<file path="src/rtl/pipeline_ctrl_pkg.sv">
// rtl/pipeline_ctrl_pkg.sv - shared CPU constants: controller state encoding and decode opcodes
package pipeline_ctrl_pkg;

    typedef enum logic {
        ST_RUN     = 1'b0,
        ST_MD_BUSY = 1'b1
    } md_state_t;

    localparam logic [4:0] OP_ADD  = 5'b00000;
    localparam logic [4:0] OP_ADDI = 5'b00101;
    localparam logic [4:0] OP_LW   = 5'b01000;
    localparam logic [4:0] OP_SW   = 5'b00111;
    localparam logic [4:0] OP_JAL  = 5'b00011;
    localparam logic [4:0] OP_SETX = 5'b10101;

endpackage

</file>
<file path="src/rtl/pipeline_ctrl_hazard_cmp.sv">
// rtl/pipeline_ctrl_hazard_cmp.sv - producer rd vs consumer rs/rt match, r0 never counts as a write
module hazard_cmp (
    input  logic       wr_en,
    input  logic [4:0] rd,
    input  logic [4:0] rs,
    input  logic [4:0] rt,
    input  logic       use_rs,
    input  logic       use_rt,
    output logic       hit
);

    assign hit = wr_en && (rd != 5'd0) &&
                 ((use_rs && (rs == rd)) || (use_rt && (rt == rd)));

endmodule

</file>
<file path="src/rtl/pipeline_ctrl.sv">
// rtl/pipeline_ctrl.sv - stall/flush/bubble control with load-use detection and multi-cycle mult-div hold
module pipeline_ctrl
    import pipeline_ctrl_pkg::*;
#(
    parameter int MD_LATENCY = 4
) (
    input  logic       clock,
    input  logic       reset,
    input  logic [4:0] d_rs,
    input  logic [4:0] d_rt,
    input  logic [4:0] d_rd,
    input  logic       d_uses_rs,
    input  logic       d_uses_rt,
    input  logic       d_we,
    input  logic       d_lw,
    input  logic       d_md,
    input  logic       x_br_taken,
    output logic       stall_f,
    output logic       stall_d,
    output logic       hold_x,
    output logic       bubble_x,
    output logic       bubble_m,
    output logic       flush_fd,
    output logic       flush_dx,
    output logic       md_busy,
    output logic       md_done
);

    localparam logic [4:0] MD_LOAD = 5'(MD_LATENCY - 1);

    md_state_t  state;
    logic [4:0] count;

    logic       x_v, x_we, x_lw, x_md;
    logic [4:0] x_rd;
    logic       m_v, m_we;
    logic [4:0] m_rd;

    logic load_use;
    logic md_issue;

    hazard_cmp u_x_cmp (
        .wr_en  (x_v && x_we && x_lw),
        .rd     (x_rd),
        .rs     (d_rs),
        .rt     (d_rt),
        .use_rs (d_uses_rs),
        .use_rt (d_uses_rt),
        .hit    (load_use)
    );

    // Outputs are also gated by reset so they read 0 while reset is held, whatever the inputs do.
    always_comb begin
        stall_f  = 1'b0;
        stall_d  = 1'b0;
        hold_x   = 1'b0;
        bubble_x = 1'b0;
        bubble_m = 1'b0;
        flush_fd = 1'b0;
        flush_dx = 1'b0;
        md_busy  = 1'b0;
        md_done  = 1'b0;
        if (reset) begin
            if (state == ST_MD_BUSY) begin
                if (count != 5'd0) begin
                    stall_f  = 1'b1;
                    stall_d  = 1'b1;
                    hold_x   = 1'b1;
                    bubble_m = 1'b1;
                    md_busy  = 1'b1;
                end else begin
                    md_done  = 1'b1;
                end
            end else if (x_br_taken) begin
                flush_fd = 1'b1;
                flush_dx = 1'b1;
            end else if (load_use) begin
                stall_f  = 1'b1;
                stall_d  = 1'b1;
                bubble_x = 1'b1;
            end
        end
    end

    assign md_issue = (state == ST_RUN) && d_md && !x_br_taken && !load_use;

    always_ff @(posedge clock or negedge reset) begin
        if (!reset) begin
            state <= ST_RUN;
            count <= 5'd0;
            x_v   <= 1'b0;
            x_rd  <= 5'd0;
            x_we  <= 1'b0;
            x_lw  <= 1'b0;
            x_md  <= 1'b0;
            m_v   <= 1'b0;
            m_rd  <= 5'd0;
            m_we  <= 1'b0;
        end else begin
            case (state)
                ST_RUN: begin
                    if (md_issue) begin
                        state <= ST_MD_BUSY;
                        count <= MD_LOAD;
                    end
                end
                ST_MD_BUSY: begin
                    if (count == 5'd0) begin
                        state <= ST_RUN;
                    end else begin
                        count <= count - 5'd1;
                    end
                end
                default: state <= ST_RUN;
            endcase

            if (hold_x) begin
                m_v <= 1'b0;
            end else begin
                x_v  <= !(bubble_x || flush_dx);
                x_rd <= d_rd;
                x_we <= d_we;
                x_lw <= d_lw;
                x_md <= d_md;
                m_v  <= x_v && !bubble_m;
                m_rd <= x_rd;
                m_we <= x_we;
            end
        end
    end

endmodule
</file>
<file path="config.mk">
export PLATFORM = sky130hd
export DESIGN_NAME = pipeline_ctrl
export DESIGN_NICKNAME = d
export VERILOG_FILES = /design/src/rtl/pipeline_ctrl_pkg.sv /design/src/rtl/pipeline_ctrl_hazard_cmp.sv /design/src/rtl/pipeline_ctrl.sv
export SDC_FILE = /design/constraint.sdc
export NUM_CORES = 1
export LEC_CHECK = 0
export BUFFER_PORTS_ARGS = -buffer_cell sky130_fd_sc_hd__buf_2
export CAP_MARGIN = 10
export CORE_UTILIZATION = 50
export DETAILED_ROUTE_END_ITERATION = 8
export GPL_ROUTABILITY_DRIVEN = 0
export PLACE_DENSITY = 0.82
export SLEW_MARGIN = 40
export SYNTH_ARGS = -nofsm -noshare
export SYNTH_HDL_FRONTEND = slang
export SYNTH_SLANG_ARGS = --single-unit
</file>
<file path="constraint.sdc">
create_clock -name clock -period 5 [get_ports clock]
set_clock_uncertainty 0.15 [all_clocks]
set_input_delay 0.5 -clock clock [delete_from_list [all_inputs] [get_ports clock]]
set_output_delay 0.5 -clock clock [all_outputs]
set_load 0.02 [all_outputs]
</file>
# Yosys cells after proc, flatten, opt, wreduce, memory -nomap -nowiden

Cells that the tools add are included.

Add/sub/neg operators: 1
Eq/ne operators: 4
Muxes and demuxes: 21
Bitwise operators: 1
Reductions and logical operators: 18

Operators with widths:

| cell                  | count |
|---|---|
| $mux W1               | 17 |
| $eq A5 B5 Y1          | 2 |
| $mux W5               | 2 |
| $pmux W5 S2           | 1 |
| $reduce_bool A5 Y1    | 2 |
| $logic_and A1 B1 Y1   | 9 |
| $logic_not A5 Y1      | 1 |
| $sub A5 B1 Y5 const B | 1 |
| $ne A2 B2 Y1 const B  | 2 |
| $logic_not A1 Y1      | 3 |
| $logic_or A1 B1 Y1    | 2 |
| $pmux W1 S2           | 1 |
| $reduce_and A2 Y1     | 1 |
| $not A1 Y1            | 1 |

Bits in registers: 14
Input bits: 23
Output and inout bits: 9
Word-level logic and storage cells: 51

# Longest topological paths before layout

Depth in word-level cells: 10
Gate-level depth with buffers: 7
Gate-level depth less buffers: 7

# Cells and area by module

Synthesis repeated with hierarchy kept, for this count alone.

Cell total of the unflattened synthesis: 73
Area, all modules: 835.8 sq um

By module, submodules not included:

| module        | times used | cells an instance | area an instance (sq um) |
|---|---|---|---|
| pipeline_ctrl | 1          | 56                | 701.9 |
| hazard_cmp    | 1          | 17                | 133.9 |

# Least setup slack after synthesis

No wires, ideal clock.

Path type: input-to-output
Start: in d_rt[2]
End: out stall_f
Arrival time: 1.934 ns
Path slack: 2.416 ns
Stages: 6
Path buffers: 1
Cells stage by stage: xnor2_1 -> nand4_1 -> o22ai_1 -> nand2_1 -> o31ai_1 -> buf_4

Longest elaborated chain between the ends: 8

RTL lines:

| what                  | RTL line                       | RTL |
|---|---|---|
| start, declared       | pipeline_ctrl.sv:10            | `input logic [4:0] d_rt,` |
| $eq A5 B5 Y1          | pipeline_ctrl_hazard_cmp.sv:13 | `((use_rs && (rs == rd)) \|\| (use_rt && (rt == rd)));` |
| $logic_and A1 B1 Y1   | pipeline_ctrl_hazard_cmp.sv:13 |  |
| $logic_or A1 B1 Y1    | pipeline_ctrl_hazard_cmp.sv:13 |  |
| $logic_and A1 B1 Y1   | pipeline_ctrl_hazard_cmp.sv:12 | `assign hit = wr_en && (rd != 5'd0) &&` |
| $mux W1 (4 in series) | n/a                            |  |
| end, declared         | pipeline_ctrl.sv:18            | `output logic stall_f,` |

No other way between the ends.

# Worst setup path after layout

Start: in reset
End: out md_busy

Longest elaborated chain between the ends: 1

RTL lines:

| what            | RTL line            | RTL |
|---|---|---|
| start, declared | pipeline_ctrl.sv:8  | `input logic reset,` |
| $mux W1         | pipeline_ctrl.sv:63 | `if (reset) begin` |
| end, declared   | pipeline_ctrl.sv:25 | `output logic md_busy,` |

No other way between the ends.

==> impl_metrics.toml <==
[worst_setup_path]
critPathTopFamily = "buffers and inverters"
cp_common_cell = "buf_2"
path_cells = "dlygate4sd3_1 -> buf_2 -> nand3_2 -> inv_2 -> buf_2"
path_max_fanout = 17
required_ns = 4.35
crit_slowest_cell = "dlygate4sd3_1"
worstPathArrival_ns = 2.06
cp-end-kind = "output port"
rr_startpoint = "count[0]"
cp-start-kind = "input pin"
critPathBufInv = 4
critPathMaxStageDelay_ns = 0.53
critPathLaunch = "reset"
critPathKind = "in -> out"

[sta]
finalSetupViolCount = 0
fmax_ghz = 0.369
post-route-min-period_ns = 2.71
report.final.slew_viol_count = 0
min_period_over_period_pct = 54.2
finalHoldViolations = 0
worst_pin_slew_ns = 0.460
grt_setup_unrepaired = "no"
setup_ws_ns = 2.29
timing.hold.ws_ns = 0.275
relSlewSlack_pct = 69.4
tns_ns = 0

[logic_synthesis]
synth_top_area_cell = "dfrtp_1"
synth_edf_count = 0
syn_inst = 96
synth_cell_types = 24
synthTopCellsByArea = "dfrtp_1 43%, nand2_1 13%, xnor2_1 12%"
ys_seq_elements = 14
async_flop_share_pct = 100
ys_seq_area_share_pct = 42.8
syn_area_um2 = 818
synth_flop_cell = "dfrtp_1"
yosysWarningCount = 0
syn_avg_cell_area_um2 = 8.52
syn-num-nets = 121
synth_top_area_share_pct = 42.8

[finish]
utilization_pct = 65.1
nFillCells = 122
antenna_cells = 0
syn2layout_area_growth_pct = 21.3
drive_gt1_share_pct = 30.2
final_cell_area_um2 = 992
stdcell_count = 142
final_nets = 153

[global_route]
grt-ovfl-total = 0
grt.total_usage_pct = 19.7
grt_max_degree = 18
antenna_found_initial = 0
grt_pass1_vias = 688
grt_pass1_wl_um = 2740

[clock_network]
cts_tree = "yes"
post_cts_buffers = 0
cts-resized-gates = 0
holdBufCountCts = 1
numCtsBuffers = 3
clk_pin_slew_worst_paths_ns = 0.08
cts_sinks = 14
cts_root_buffer = "clkbuf_4"
ctsLongestPathBuffers = 2
clk_latency_ns = 0.26
htree_levels = 1

[drt]
routedWlPerCell_um = 11.6
viasPerCell = 5.30
routed_wl_um = 1640
antenna_left = 0
dr.pass1.iters = 5
drt_iter0_markers = 14
drc_errors = 0
vias = 752

[status]
status = "complete, no violations"

[floorplan]
core-area_um2 = 1520
die_x_um = 42.5
die_area_um2 = 1800
initial_utilization_pct = 53.7
std_cell_rows = 14
ios = 32
die_h_um = 42.5

[pwr]
leakage_nw = 0.512
powerDensity_nw_per_um2 = 495
peakVddDrop_mv = 0.237
finalPower_uw = 491

[flow_run]
max_cap_viol_count = 0

[place]
placed_area_um2 = 960
place_hpwl_um = 1280
port_buffers = 31
dp_cells = 138
place_ws_ns = 2.57

[hold_path]
min_path_type = "in -> reg"
hp-start = "d_rd[3]"
[path summary, 6_finish.rpt]
check | end | slack, ns | cells after the start
max | md_busy | 2.29 | 5
min | x_rd[3] | 0.28 | 3
max reg2reg | count[1] | 3.11 | 5
min reg2reg | x_lw | 0.33 | 2
max in group asynchronous | state | 3.90 | 2
min in group asynchronous | x_rd[0] | 0.54 | 2
[registers in the layout (all words and copies together), names as in the netlist]
register  count
x_v           1
x_we          1
state         1
x_lw          1
count         5
x_rd          5
[logic make-up (layout without fill, tap and decap cells)]
logic type	Yosys count	count (layout)	synth area share, %
flops	14	14	42.8
xor+xnor	11	11	11.8
compound gates	11	11	9.02
buf+inv	9	39	5.96
fa+ha+maj	2	2	3.06
simple gates	49	49	27.4
[cells in the final DEF (no fill, tap or decap), types with 2 or more instances in the layout]
| cell type | count |
|---|---|
| ha_1 | 2 |
| nand3_1 | 2 |
| clkbuf_4 | 3 |
| nand4_1 | 2 |
| xnor2_1 | 11 |
| dfrtp_1 | 14 |
| nor2_1 | 7 |
| nand2_1 | 29 |
| buf_2 | 31 |
| nor3_1 | 3 |
| a21oi_1 | 5 |
| o31a_1 | 2 |
| inv_1 | 3 |
[Yosys cell counts, types with 2 or more instances]
master / number
nor2_1: 7
buf_4: 4
ha_1: 2
inv_1: 3
dfrtp_1: 14
nand4_1: 2
o31a_1: 2
nand3_1: 2
xnor2_1: 11
nor3_1: 3
nand2_1: 29
a21oi_1: 5
[worst min-delay path: cells and delay by family]
kind                   cells  cell delay, ns
AND/OR/NAND/NOR            2            0.09
buffers and inverters      1            0.07
[layer usage]
metal / routed length, µm / share of wire [%] / vias to the layer above / GRT usage (%)
met1: 717 / 44 / 341 / 24.8
li1: - / - / 375 / -
met3: 108 / 6.6 / 2 / 3.45
met5: 0 / 0 / - / 0
met4: 20 / 1.2 / 0 / 6.88
met2: 797 / 48 / 34 / 33.8
[layout make-up]
cell class,instances,area [µm²],share of cell area (%)
Timing Repair Buffer,32,165,16.6
Sequential cell,14,350,35.3
Tap cell,16,20.0,2.02
Clock buffer,3,22.5,2.27
Multi-Input combinational cell,73,419,42.2
Inverter,4,15.0,1.51
[power breakdown]
part	switching, mW	internal [mW]	total, mW
clock network	0.0318	0.0278	0.0596
logic	0.121	0.103	0.224
registers	0.0507	0.157	0.208
total	0.203	0.288	0.491
Note: power is estimated with default switching activity, not from simulation.
